<file path="config.mk">
export PLATFORM = sky130hd
export DESIGN_NAME = sram_scan_sequencer
export DESIGN_NICKNAME = d
export VERILOG_FILES = /design/src/rtl/sram_scan_sequencer.sv
export SDC_FILE = /design/constraint.sdc
export NUM_CORES = 1
export LEC_CHECK = 0
export ABC_AREA = 1
export CORE_ASPECT_RATIO = 1.4
export CORE_MARGIN = 5
export CORE_UTILIZATION = 50
export DETAILED_ROUTE_END_ITERATION = 6
export MAX_ROUTING_LAYER = met4
export PLACE_DENSITY = 0.79
export SYNTH_ARGS = -nofsm -noshare
export SYNTH_HDL_FRONTEND = slang
export SYNTH_SLANG_ARGS = --single-unit
</file>
<file path="constraint.sdc">
create_clock -name wb_clk_i -period 4.15 [get_ports wb_clk_i]
set_input_delay 0.415 -clock wb_clk_i [delete_from_list [all_inputs] [get_ports wb_clk_i]]
set_output_delay 0.415 -clock wb_clk_i [all_outputs]
set_load 0.02 [all_outputs]
</file>
<file path="src/rtl/sram_scan_sequencer.sv">
`default_nettype none
// ============================================================================
// Module      : sram_scan_sequencer
// Description : Takes one command at a time and runs an SRAM scan-chain
//               transaction on a divided scan clock. A write shifts a word in
//               and then strobes chip select and load. A read also waits, then
//               shifts the chain back out and presents the captured word.
// Revision    : 1.0 - initial release
// ============================================================================
module sram_scan_sequencer #(
  parameter int SCAN_LEN  = 112,
  parameter int CLK_DIV   = 2,
  parameter int LOAD_WAIT = 3
) (
  input  logic                wb_clk_i,
  input  logic                resetn,
  input  logic                cmd_valid,
  output logic                cmd_ready,
  input  logic [SCAN_LEN-1:0] cmd_data,
  input  logic                cmd_capture,
  output logic                rsp_valid,
  input  logic                rsp_ready,
  output logic [SCAN_LEN-1:0] rsp_data,
  output logic                busy,
  output logic                scan_clk,
  output logic                scan_in,
  output logic                scan_en,
  output logic                sram_load,
  output logic                global_csb,
  input  logic                scan_out
);

  localparam int c_CW = $clog2(SCAN_LEN) + 1;
  localparam int c_DW = (CLK_DIV > 1) ? $clog2(CLK_DIV) : 1;
  localparam logic [c_CW-1:0] c_BIT_LAST  = c_CW'(SCAN_LEN - 1);
  // LOAD_WAIT is expected to fit the bit counter; it shares that counter.
  localparam logic [c_CW-1:0] c_WAIT_LAST = c_CW'((LOAD_WAIT > 0) ? LOAD_WAIT - 1 : 0);
  localparam logic [c_DW-1:0] c_DIV_LAST  = c_DW'(CLK_DIV - 1);
  localparam bit              c_SKIP_WAIT = (LOAD_WAIT == 0);

  localparam logic [2:0] S_IDLE      = 3'd0;
  localparam logic [2:0] S_SHIFT_IN  = 3'd1;
  localparam logic [2:0] S_STROBE    = 3'd2;
  localparam logic [2:0] S_LOAD      = 3'd3;
  localparam logic [2:0] S_WAIT      = 3'd4;
  localparam logic [2:0] S_SHIFT_OUT = 3'd5;
  localparam logic [2:0] S_RESP      = 3'd6;

  logic [2:0]          r_state;
  logic [2:0]          w_state_nxt;
  logic [1:0]          r_rst_sync;
  logic [c_DW-1:0]     r_div;
  logic                r_phase;
  logic [c_CW-1:0]     r_bit;
  logic [SCAN_LEN-1:0] r_shift;
  logic [SCAN_LEN-1:0] r_rsp_data;
  logic                r_capture;
  logic                w_accept;
  logic                w_clk_run;
  logic                w_period_end;
  logic                w_bit_last;

  assign w_accept     = cmd_valid & cmd_ready;
  assign w_clk_run    = (r_state != S_IDLE) && (r_state != S_RESP);
  // Last cycle of the high phase: the only cycle on which state may advance,
  // so every registered change becomes visible on a period's first low cycle.
  assign w_period_end = w_clk_run && r_phase && (r_div == c_DIV_LAST);
  assign w_bit_last   = (r_bit == c_BIT_LAST);
  assign scan_clk     = r_phase;
  assign rsp_data     = r_rsp_data;

  // Reset release is synchronized; commands are refused until it propagates.
  always_ff @(posedge wb_clk_i or negedge resetn) begin
    if (!resetn) r_rst_sync <= 2'b00;
    else         r_rst_sync <= {r_rst_sync[0], 1'b1};
  end

  // Scan clock divider: CLK_DIV cycles low then CLK_DIV cycles high, parked low when idle.
  always_ff @(posedge wb_clk_i or negedge resetn) begin
    if (!resetn) begin
      r_div   <= '0;
      r_phase <= 1'b0;
    end else if (!w_clk_run) begin
      r_div   <= '0;
      r_phase <= 1'b0;
    end else if (r_div == c_DIV_LAST) begin
      r_div   <= '0;
      r_phase <= ~r_phase;
    end else begin
      r_div   <= r_div + c_DW'(1);
    end
  end

  // FSM state register.
  always_ff @(posedge wb_clk_i or negedge resetn) begin
    if (!resetn) r_state <= S_IDLE;
    else         r_state <= w_state_nxt;
  end

  // FSM next-state logic; all running states advance only at period end.
  always_comb begin
    w_state_nxt = r_state;
    case (r_state)
      S_IDLE:      if (w_accept) w_state_nxt = S_SHIFT_IN;
      S_SHIFT_IN:  if (w_period_end && w_bit_last) w_state_nxt = S_STROBE;
      S_STROBE:    if (w_period_end) w_state_nxt = S_LOAD;
      S_LOAD: begin
        if (w_period_end) begin
          if (!r_capture)       w_state_nxt = S_IDLE;
          else if (c_SKIP_WAIT) w_state_nxt = S_SHIFT_OUT;
          else                  w_state_nxt = S_WAIT;
        end
      end
      S_WAIT:      if (w_period_end && (r_bit == c_WAIT_LAST)) w_state_nxt = S_SHIFT_OUT;
      S_SHIFT_OUT: if (w_period_end && w_bit_last) w_state_nxt = S_RESP;
      S_RESP:      if (rsp_ready) w_state_nxt = S_IDLE;
      default:     w_state_nxt = S_IDLE;
    endcase
  end

  // FSM outputs: harness strobes decoded from state alone.
  always_comb begin
    scan_en    = 1'b0;
    scan_in    = 1'b0;
    sram_load  = 1'b0;
    global_csb = 1'b1;
    rsp_valid  = 1'b0;
    busy       = (r_state != S_IDLE);
    // Ready is shown during reset but withheld until the release is synchronized.
    cmd_ready  = (r_state == S_IDLE) && (r_rst_sync[1] || !resetn);
    case (r_state)
      S_SHIFT_IN: begin
        scan_en = 1'b1;
        scan_in = r_shift[SCAN_LEN-1];
      end
      S_STROBE:    global_csb = 1'b0;
      S_LOAD:      sram_load  = 1'b1;
      S_SHIFT_OUT: scan_en    = 1'b1;
      S_RESP:      rsp_valid  = 1'b1;
      default:     ;
    endcase
  end

  // Period counter within a state; cleared on every state change so it never wraps.
  always_ff @(posedge wb_clk_i or negedge resetn) begin
    if (!resetn)                        r_bit <= '0;
    else if (w_state_nxt != r_state)    r_bit <= '0;
    else if (w_period_end)              r_bit <= r_bit + c_CW'(1);
  end

  // Shift register: unloads the command MSB first, then collects scan_out.
  always_ff @(posedge wb_clk_i or negedge resetn) begin
    if (!resetn) begin
      r_shift    <= '0;
      r_capture  <= 1'b0;
      r_rsp_data <= '0;
    end else begin
      if (w_accept) begin
        r_shift   <= cmd_data;
        r_capture <= cmd_capture;
      end else if (w_period_end && (r_state == S_SHIFT_IN)) begin
        r_shift   <= {r_shift[SCAN_LEN-2:0], 1'b0};
      end else if (w_period_end && (r_state == S_SHIFT_OUT)) begin
        r_shift   <= {r_shift[SCAN_LEN-2:0], scan_out};
      end
      // The response word is updated only once, on the final sample.
      if (w_period_end && (r_state == S_SHIFT_OUT) && w_bit_last)
        r_rsp_data <= {r_shift[SCAN_LEN-2:0], scan_out};
    end
  end

endmodule
`default_nettype wire

</file>
* Yosys cells after proc, flatten, opt, wreduce, memory -nomap -nowiden
Index checks and enable logic that the tools add are counted.
W data, S select, Z words.
** Word-level totals
- Bits in registers :: 240
- Input port bits :: 118
- Output and inout bits :: 120
- Logic and storage cells :: 62
** Operators by class
- Add/sub/neg operators :: 2
- Equality and inequality tests :: 11
- Multiplexer cells :: 23
- Bitwise logic cells :: 2
- Reduce and logical (&&, ||, !) cells :: 16
** Operators by type and width (count)
- $mux W112 :: 3
- $mux W3 :: 8
- $pmux W3 S7 :: 1
- $mux W8 :: 2
- $eq A3 B3 Y1 const B :: 3
- $logic_and A1 B1 Y1 :: 9
- $mux W1 :: 9
- $add A8 B1 Y8 const B :: 1
- $eq A8 B2 Y1 const B :: 1
- $eq A8 B7 Y1 const B :: 1
- $eq A3 B2 Y1 const B :: 2
- $reduce_bool A3 Y1 :: 2
- $eq A3 B1 Y1 const B :: 1
- $logic_not A3 Y1 :: 1
- $ne A3 B3 Y1 :: 1
- $ne A3 B3 Y1 const B :: 1
- $ne A2 B2 Y1 const B :: 1
- $reduce_bool A2 Y1 :: 1
- $reduce_or A2 Y1 :: 1
- $add A1 B1 Y1 const B :: 1
- $and A1 B1 Y1 :: 1
- $logic_not A1 Y1 :: 1
- $logic_or A1 B1 Y1 :: 1
- $not A1 Y1 :: 1

* Logic depth before layout (Yosys ltp)
Gate-level depths: netlist (run 1).
- Word-level depth :: 9
- Gate-level depth with buffers :: 11
- Mapped depth without buffers :: 11

* Worst setup path after synthesis (run 1)
OpenSTA, ideal clock, no wires.
- Path kind :: flip-flop to flip-flop
- Start point :: reg r_state[2]
- End point :: reg r_shift[1]
- Setup time :: 0.122 ns
- Arrival :: 1.543 ns
- Data required time :: 4.028 ns
- Slack :: 2.485 ns
- Stages on the path, launching flop included :: 9
- Cell sequence :: dfrtp_1 inv_2 nand3_4 nor2_8 nand2_4 buf_2 buf_4 o211ai_2 o21ai_2
** Between the ends
- Word-level cells in the longest chain between the ends :: 7
- Elaborated cells on any way between the ends :: 15
** RTL lines
- start, declared :: RTL line 49 : logic [2:0] r_state;
- start signal, assigned :: RTL line 97 : else r_state <= w_state_nxt;
- $reduce_bool A3 Y1 *
- named net busy :: RTL line 24 : output logic busy,
- $logic_and A1 B1 Y1 * :: RTL line 64 : assign w_clk_run = (r_state != S_IDLE) && (r_state != S_RESP);
- $logic_and A1 B1 Y1 * (2 in series) :: RTL line 67 : assign w_period_end = w_clk_run && r_phase && (r_div == c_DIV_LAST);
- $logic_and A1 B1 Y1 :: RTL line 161 : end else if (w_period_end && (r_state == S_SHIFT_IN)) begin
- $mux W112 :: RTL line 161
- $mux W112 :: RTL line 158 : if (w_accept) begin
- end signal, assigned :: RTL line 159 : r_shift <= cmd_data;
- end signal, assigned :: RTL line 162 : r_shift <= {r_shift[SCAN_LEN-2:0], 1'b0};
- end signal, assigned :: RTL line 164 : r_shift <= {r_shift[SCAN_LEN-2:0], scan_out};
- end, declared :: RTL line 55 : logic [SCAN_LEN-1:0] r_shift;
Mark *: on every way through the listed nets, which the timed path passes. The rest lies on a longest branch.
A chain may end at the register's enable or synchronous reset.

* Worst setup path in the final report (run 1)
- Start point :: in resetn
- End point :: reg r_shift[46]
** Between the ends
- Word-level cells in the longest chain between the ends :: 5
- Elaborated cells on any way between the ends :: 6
** RTL lines
- start, declared :: RTL line 16 : input logic resetn,
- $logic_not A1 Y1 (no source line) *
- $logic_or A1 B1 Y1 * :: RTL line 130 : cmd_ready = (r_state == S_IDLE) && (r_rst_sync[1] || !resetn);
- $logic_and A1 B1 Y1 * :: RTL line 130
- $and A1 B1 Y1 * :: RTL line 63 : assign w_accept = cmd_valid & cmd_ready;
- $reduce_bool A3 Y1 (no source line) or $mux W112 (tied branches)
Every way passes the cells marked *; elsewhere a longest branch is shown, timed or not.

==> results of run 1 <==
==> how the worst max path moves through the flow <==
stage                     slack (ns)  depth (start not counted)        from          end
final                           1.19                         10      resetn  r_shift[46]
after global routing            0.94                         10      resetn  r_shift[63]
after CTS                       1.16                         10      resetn  r_shift[63]
after detailed placement        1.21                          9      resetn  r_shift[63]
after global placement          1.30                          9      resetn  r_shift[69]
after floorplan                 2.48                          8  r_state[2]   r_shift[1]
==> per-stage QoR <==
stage	utilization (%)	cells
after floorplan	-	1089
final	64.6	1570
after CTS	64.6	1568
after global placement	61.3	1528
after detailed placement	61.3	1528
after global routing	64.6	1570
==> cell families after synthesis <==
family | Yosys count
mux | 2
compound gates | 343
fa+ha+maj | 2
flops | 240
xor+xnor | 4
simple gates | 295
other cells | 1
buf+inv | 202
==> flip-flops by register name (all words and copies together) (netlist names) <==
register	count
r_state	3
r_div	1
r_shift	112
r_bit	8
r_rst_sync	2
r_capture	1
rsp_data	112
scan_clk	1
==> routing by layer <==
layer | global-route usage (%) | part of all wire (%)
met3 | 3.25 | 5.4
met4 | 6.32 | 3.1
met2 | 33.8 | 49
met1 | 26.6 | 42
met5 | - | 0
==> where the power goes <==
group | switching (W) | internal [W]
clock network | 0.000855 | 0.00109
registers | 0.000128 | 0.00278
logic | 0.00132 | 0.000753
==> cell type report <==
cell class	count	area share, %
sequential	240	43.0
clock inverter	7	0.278
inverter	130	3.49
tap	264	2.37
antenna	2	0.0358
clock buffer	32	4.65
timing repair buffer	248	17.9
multi-input combinational	647	28.3
==> synthesized netlist by cell type (all sizes together) <==
master | count | area, sq um
a21oi | 4 | 20.0
a31oi | 1 | 6.26
buf | 51 | 379
clkbuf | 21 | 78.8
conb | 1 | 3.75
dfrtp | 240 | 6010
ha | 2 | 25.0
inv | 130 | 488
mux2 | 2 | 22.5
nand2 | 248 | 938
nand3 | 17 | 133
nor2 | 25 | 113
nor3 | 3 | 15.0
o211ai | 111 | 1370
o21ai | 227 | 1230
or2 | 2 | 12.5
xnor2 | 1 | 8.76
xor2 | 3 | 26.3
==> timing repair <==
| action | 4_1_cts | 5_1_grt |
|---|---|---|
| buffers inserted | 0 | 0 |
| hold endpoints to repair | 51 | 0 |
| hold buffers | 1 | 0 |
| setup endpoints to repair | 0 | 0 |
==> flow_summary.ini, run 1 <==
[status]
status = complete, no violations

[global_routing]
grt_pass1_wl_um = 41100
grt_pass1_vias = 8162
grt-ovfl-total = 0
grt_util_all_layers_pct = 20.6
antenna_found_initial = 2
grt_start_max_net_pins = 144

[timing]
slew_viol_final = 0
worstMarginPinSlew_ns = 0.901
setup-tns-final_ns = 0
fin_ws_ns = 1.19
setup_viol = 0
grt_setup_unrepaired = no
max_slew_margin_pct = 39.9
fmax_ghz = 0.338
clock_skew_ns = 0.0187
finalHoldViolations = 0
period_share_pct = 71.3
min_period_ns = 2.96
worst_hold_slack_ns = 0.348

[detailed_routing]
wl_per_cell_um = 15.9
routed_wl_um = 24900
dr.pass1.iters = 5
antenna_left = 0
vias = 8188
drc_errors = 0
vias_per_cell = 5.22
drt_iter0_markers = 454

[synthesis]
synth-compound-area-share_pct = 24.2
synth_nets = 1209
syn-instance-count = 1089
synth_top_family_by_area = compound AO/OA/AOI/OAI gates
synth.avg_cell_area_sq_um = 9.99
yosysUniqueCellTypes = 31
yosysWarnings = 0
syn_area_sq_um = 10900
synthAdderAreaFrac_pct = 0.230
yosysSeqAreaShare_pct = 55.2
synthXorXnorAreaFrac_pct = 0.322
synthMuxAreaShare_pct = 0.207
ys_ff_latch = 240
yosys.area_share.simple_pct = 11.1

[cts]
cts_made_buffers = 23
clockBufferDepth = 3
cts_tree = yes
cts_resized = 0
clock_latency_ns = 0.51
path_clk_slew_ns = 0.06
cts-root-buf = clkbuf_16
h-tree-depth = 1
clock_sinks = 240

[critical_path]
critPathSlowestCell = buf_12
crit_fanout = 143
start_kind = input pin
crit_required_ns = 4.52
reg2reg_to = r_shift[63]
cp_top_family = buffers and inverters
path_class = input pin to flop
cp_data_arrival_time_ns = 3.33
r2r_slack_ns = 1.65
reg2reg_from = r_state[2]
reg2regPathDepth = 8
endpoint_kind = flop
worst_path_largest_cell_delay_ns = 0.58
crit_buf_inv = 4
cp_cell_sequence = dlygate4sd3_1 -> buf_8 -> inv_1 -> nor2_1 -> nor2_8 -> nand2_8 -> buf_12 -> nand2_1 -> o211ai_2 -> o21ai_1

[place]
post-place-ws_ns = 1.21
gp_congestion = 0.850
place_area_sq_um = 13300
dpl.hpwl_um = 16600
io_buffers = 237

[power_and_ir_drop]
vdd_drop_max_mv = 0.405
powerDensity_nw_per_um2 = 496
p_total_w = 0.00693
power_leakage_nw = 6.66

[final_layout]
drive_gt1_share_pct = 15.0
final_cell_mix = 247 x nand2_1, 240 x dfrtp_1, 236 x clkdlybuf4s50_1
design_area_sq_um = 14000
layout.nets = 1410
layout_commonest_cell = nand2_1
multiInputGateArea_sq_um = 3950
fillers = 1758
area_growth_pct = 28.3
seqCellArea_sq_um = 6010

[job]
drv_cap = 0

[die]
coreArea_sq_um = 21600
die_w_um = 135
start_util_pct = 50.3
die_h_um = 185
io-pin-count = 238
dieArea_sq_um = 24900
row_count = 64

[worst_hold_path]
min_path_type = flop to flop
hp-start = r_rst_sync[0]
worstHoldPathCells = 0
holdPathEnd = r_rst_sync[1]
Power figures use the tool's default switching activity.
==> run 2: changes to the inputs <==
clock period = 2.9 ns   (was 4.15 ns; I/O delays follow)
==> run 2 against run 1 <==
  * First-iteration DRC count decreased by 7.0%
  * Cell count increased by 0.57%
  * Global-route usage increased by 0.19 points
  * Count of clock-buffer cells in the layout increased by 4
  * Worst setup slack got worse by 0.63 ns
  * Wire length increased by 1.0%
  * Critical endpoint is now cmd_ready
  * Cell area increased by 2.2%
  * Sequential power increased by 43%
  * Sequential cell count unchanged
  * Non-clock buffer count increased by 7
==> flow_summary.ini, run 2 (same netlist as run 1, synthesis figures left out) <==
[cts]
cts-root-buf = clkbuf_16
cts_resized = 0
cts_tree = yes
cts_made_buffers = 24
h-tree-depth = 1
clock_latency_ns = 0.50
clock_sinks = 240
clockBufferDepth = 3
path_clk_slew_ns = 0.06

[timing]
finalHoldViolations = 0
min_period_ns = 2.33
clock_skew_ns = 0.00733
slew_viol_final = 0
grt_setup_unrepaired = no
setup_viol = 0
setup-tns-final_ns = 0
fin_ws_ns = 0.566
fmax_ghz = 0.428
worstMarginPinSlew_ns = 0.903
period_share_pct = 80.5
max_slew_margin_pct = 39.8

[final_layout]
seqCellArea_sq_um = 6010
drive_gt1_share_pct = 15.7
layout.nets = 1418
layout_commonest_cell = nand2_1
diodes = 0
area_growth_pct = 31.2
fillers = 1682
multiInputGateArea_sq_um = 3950
final_cell_mix = 247 x nand2_1, 240 x dfrtp_1, 236 x clkdlybuf4s50_1

[critical_path]
cp_cell_sequence = inv_2 -> nand3_4 -> nor2_8 -> clkdlybuf4s50_1
critPathSlowestCell = clkdlybuf4s50_1
path_class = flop to output port
crit_fanout = 6
worst_path_largest_cell_delay_ns = 0.62
endpoint_kind = output port
start_kind = flop
crit_required_ns = 2.61
cp_data_arrival_time_ns = 2.04

[detailed_routing]
vias_per_cell = 5.18
wl_per_cell_um = 15.9
antenna_left = 0
vias = 8187
drc_errors = 0
routed_wl_um = 25100
dr.pass1.iters = 4
drt_iter0_markers = 422

[place]
dpl.hpwl_um = 17100
post-place-ws_ns = 0.828
gp_congestion = 0.892
io_buffers = 237

[global_routing]
grt_pass1_wl_um = 41600
antenna_found_initial = 0
grt_pass1_vias = 8299
grt-ovfl-total = 0
grt_util_all_layers_pct = 20.8
grt_start_max_net_pins = 142

[die]
die_h_um = 185
start_util_pct = 50.3
dieArea_sq_um = 24900
io-pin-count = 238
coreArea_sq_um = 21600
row_count = 64
die_w_um = 135

[job]
drv_cap = 0

[power_and_ir_drop]
power_leakage_nw = 6.81
vdd_drop_max_mv = 0.570
powerDensity_nw_per_um2 = 747

[status]
status = complete, no violations

[worst_hold_path]
min_path_type = input pin to async pin
==> run 2: metrics by stage <==
step	cells	util, %	area [sq um]	power, W	hold WS (ns)
after global placement	1535	61.9	13400	0.00719	0.0849
final	1579	66.0	14300	0.0107	0.157
after CTS	1579	66.0	14300	0.0108	0.134
after detailed placement	1535	61.9	13400	0.00731	0.0842
after floorplan	1089	-	10900	0.00664	-0.00559
after global routing	1579	66.0	14300	0.0113	0.137
==> run 2: cell type report <==
class	count	share of cell area, %
Sequential cell	240	42.1
Multi-Input combinational cell	647	27.7
Timing Repair Buffer	255	18.3
Clock buffer	36	5.09
Inverter	130	3.42
Tap cell	264	2.31
Clock inverter	7	1.12
==> run 2: worst max-delay path, delay by kind of cell, from the launching register on <==
| kind | cells | cell delay, ns |
|---|---|---|
| and+or+nand+nor | 2 | 0.31 |
| DFF | 1 | 0.45 |
| buffers and inverters | 2 | 0.77 |
==> run 2: final timing paths <==
kind,start,end,slack (ns),depth (start not counted)
worst max-delay path,r_state[2],cmd_ready,0.57,4
worst min-delay path,resetn,r_state[0],0.16,2
max in group asynchronous,resetn,r_shift[53],1.11,4
worst min register to register,r_rst_sync[0],r_rst_sync[1],0.36,0
min in group wb_clk_i,r_rst_sync[0],r_rst_sync[1],0.36,0
worst max register to register,r_state[1],r_shift[101],0.83,8
==> run 2: power breakdown <==
part	internal [W]	total (W)	switching [W]
Sequential	0.00398	0.00417	0.000188
Clock	0.00217	0.00342	0.00125
Combinational	0.00114	0.00306	0.00192
Total	0.00730	0.0107	0.00336
==> run 2: what timing repair did <==
item / in CTS / in global routing
buffers inserted: 0 / 0
hold buffers: 1 / 0
endpoints found under the hold margin: 109 / 0
==> run 2: metal layers <==
metal  vias up  GRT usage (%)  share of wire (%)
met2       215           34.4                 50
li1       4016              -                  -
met1      3911           26.3                 41
met3        45           3.52                5.7
met5         -              -                  0
met4         0           6.76                3.0
==> run 3: changes to the inputs <==
CORE_UTILIZATION = 46   (was 50)
PLACE_DENSITY = 0.77   (was 0.79)
clock period = 2 ns   (was 2.9 ns; I/O delays follow)
==> run 3 against run 2 <==
  * Non-clock buffer count rose by 27
  * Critical endpoint is now rsp_valid
  * Core utilization fell by 3.3 points
  * Cell count rose by 4.6%
  * Sequential share of layout area fell by 0.96 points
  * Clock power rose by 30%
  * Combinational power rose by 58%
==> flow_summary.ini, run 3 (same netlist as run 1, synthesis figures left out) <==
[critical_path]
reg2reg_to = r_shift[31]
critPathSlowestCell = dfrtp_1
path_class = flop to output port
endpoint_kind = output port
reg2reg_from = r_state[1]
crit_buf_inv = 3
cp_top_family = buffers and inverters
r2r_slack_ns = 0.17
reg2regPathDepth = 9
start_kind = flop
cp_cell_sequence = inv_2 -> nand3_1 -> inv_1 -> dlygate4sd2_1
worst_path_largest_cell_delay_ns = 0.42
crit_fanout = 4
cp_data_arrival_time_ns = 1.69
crit_required_ns = 1.80

[power_and_ir_drop]
switching_share_pct = 32.4
power_frac_clock_pct = 29.1
switchingPower_w = 0.00497
sequentialPowerShare_pct = 39.4
power_leakage_nw = 6.97
power.internal_w = 0.0104
vdd_drop_max_mv = 0.725
combPwrFrac_pct = 31.5
powerDensity_nw_per_um2 = 1050

[final_layout]
design_area_sq_um = 14600
layout.nets = 1445
seqCellArea_sq_um = 6010
layout_commonest_cell = nand2_1
final_cell_mix = 247 x nand2_1, 240 x dfrtp_1, 229 x clkdlybuf4s50_1
area_growth_pct = 34.2
drive_gt1_share_pct = 17.4
instances_no_fill = 1652
fillers = 1892
multiInputGateArea_sq_um = 3950

[die]
coreArea_sq_um = 23300
dieArea_sq_um = 26900
io-pin-count = 238
die_h_um = 192
die_w_um = 140
row_count = 66
start_util_pct = 46.7

[timing]
fmax_ghz = 0.528
finalHoldViolations = 0
worstMarginPinSlew_ns = 0.872
setup-tns-final_ns = 0
period_share_pct = 94.7
setup_viol = 0
slew_viol_final = 0
clock_skew_ns = 0.0110
max_slew_margin_pct = 41.8
grt_setup_unrepaired = yes
min_period_ns = 1.89

[global_routing]
grt_pass1_wl_um = 43000
grt_start_max_net_pins = 146
grt_pass1_vias = 8547
grt_util_all_layers_pct = 19.8
antenna_found_initial = 3
grt-ovfl-total = 0

[status]
status = complete, no violations

[place]
gp_congestion = 0.845
place_area_sq_um = 13800
dp_cells = 1603
io_buffers = 237
dpl.hpwl_um = 18600

[detailed_routing]
vias_per_cell = 5.03
drc_errors = 0
dr.pass1.iters = 4
vias = 8315
wl_per_cell_um = 15.7
antenna_left = 0
drt_iter0_markers = 356
routed_wl_um = 25900

[cts]
clock_sinks = 240
cts-root-buf = clkbuf_16
h-tree-depth = 1
cts_made_buffers = 24
clock_latency_ns = 0.51
path_clk_slew_ns = 0.06
clockBufferDepth = 3
cts_tree = yes

[worst_hold_path]
min_path_type = input pin to async pin

[job]
drv_cap = 0
==> run 3: worst reg2reg max path: stages (launching register included) <==
cell	delay (ns)
dfrtp_1	0.41
inv_2	0.12
nand2_1	0.11
inv_1	0.13
nand3_1	0.16
nand3_4	0.20
buf_12	0.23
buf_12	0.18
o211ai_2	0.10
o21ai_1	0.11
==> run 3: final cells by class <==
type	count	share of cell area, %
repair buffers	282	20.5
clock buffers	35	4.68
well taps	306	2.62
diodes	4	0.0685
flip-flops and latches	240	41.1
clock inverters	8	0.660
inverters	130	3.34
multi-input cells	647	27.0
==> run 3: what timing repair did <==
action,in CTS,in global routing
pin swaps,0,0
gates resized for setup,7,6
buffers inserted,0,1
endpoints found under the hold margin,27,0
endpoints found under the setup margin,7,54
hold buffers,1,0
==> run 3: routing by layer <==
metal	share of wire, %	vias to the layer above	GRT usage (%)
li1	-	4095	-
met1	41	3968	24.9
met2	51	200	33.0
met3	5.1	52	3.41
met4	2.8	0	6.23
met5	0	-	-
==> run 3: how the worst max path moves through the flow <==
stage                          start           end  slack [ns]  depth (start not counted)
final                     r_state[0]     rsp_valid        0.11                          4
after global routing      r_state[1]   r_shift[38]      -0.007                          9
after CTS                 r_state[2]     cmd_ready        0.04                          4
after detailed placement    r_bit[0]  rsp_data[75]        0.12                          9
after global placement    r_state[1]  r_shift[100]        0.22                          9
after floorplan           r_state[2]    r_shift[1]        0.33                          8
==> run 3: stage by stage <==
stage	power, W	setup WS (ns)	hold WS (ns)	util [%]
after floorplan	0.00963	0.335	-0.0956	-
after global placement	0.0108	0.215	0.246	59.3
after detailed placement	0.0110	0.122	0.255	59.3
after CTS	0.0155	0.0369	0.289	62.6
after global routing	0.0163	-0.00728	0.299	62.7
final	0.0153	0.106	0.309	62.7
==> run 3: power by group through the flow <==
stage	Clock (W)	Sequential [W]	Combinational, W
after global placement	0	0.00610	0.00472
after floorplan	0	0.00607	0.00355
after detailed placement	0	0.00613	0.00487
after global routing	0.00477	0.00613	0.00543
after CTS	0.00456	0.00605	0.00491
final	0.00446	0.00605	0.00483
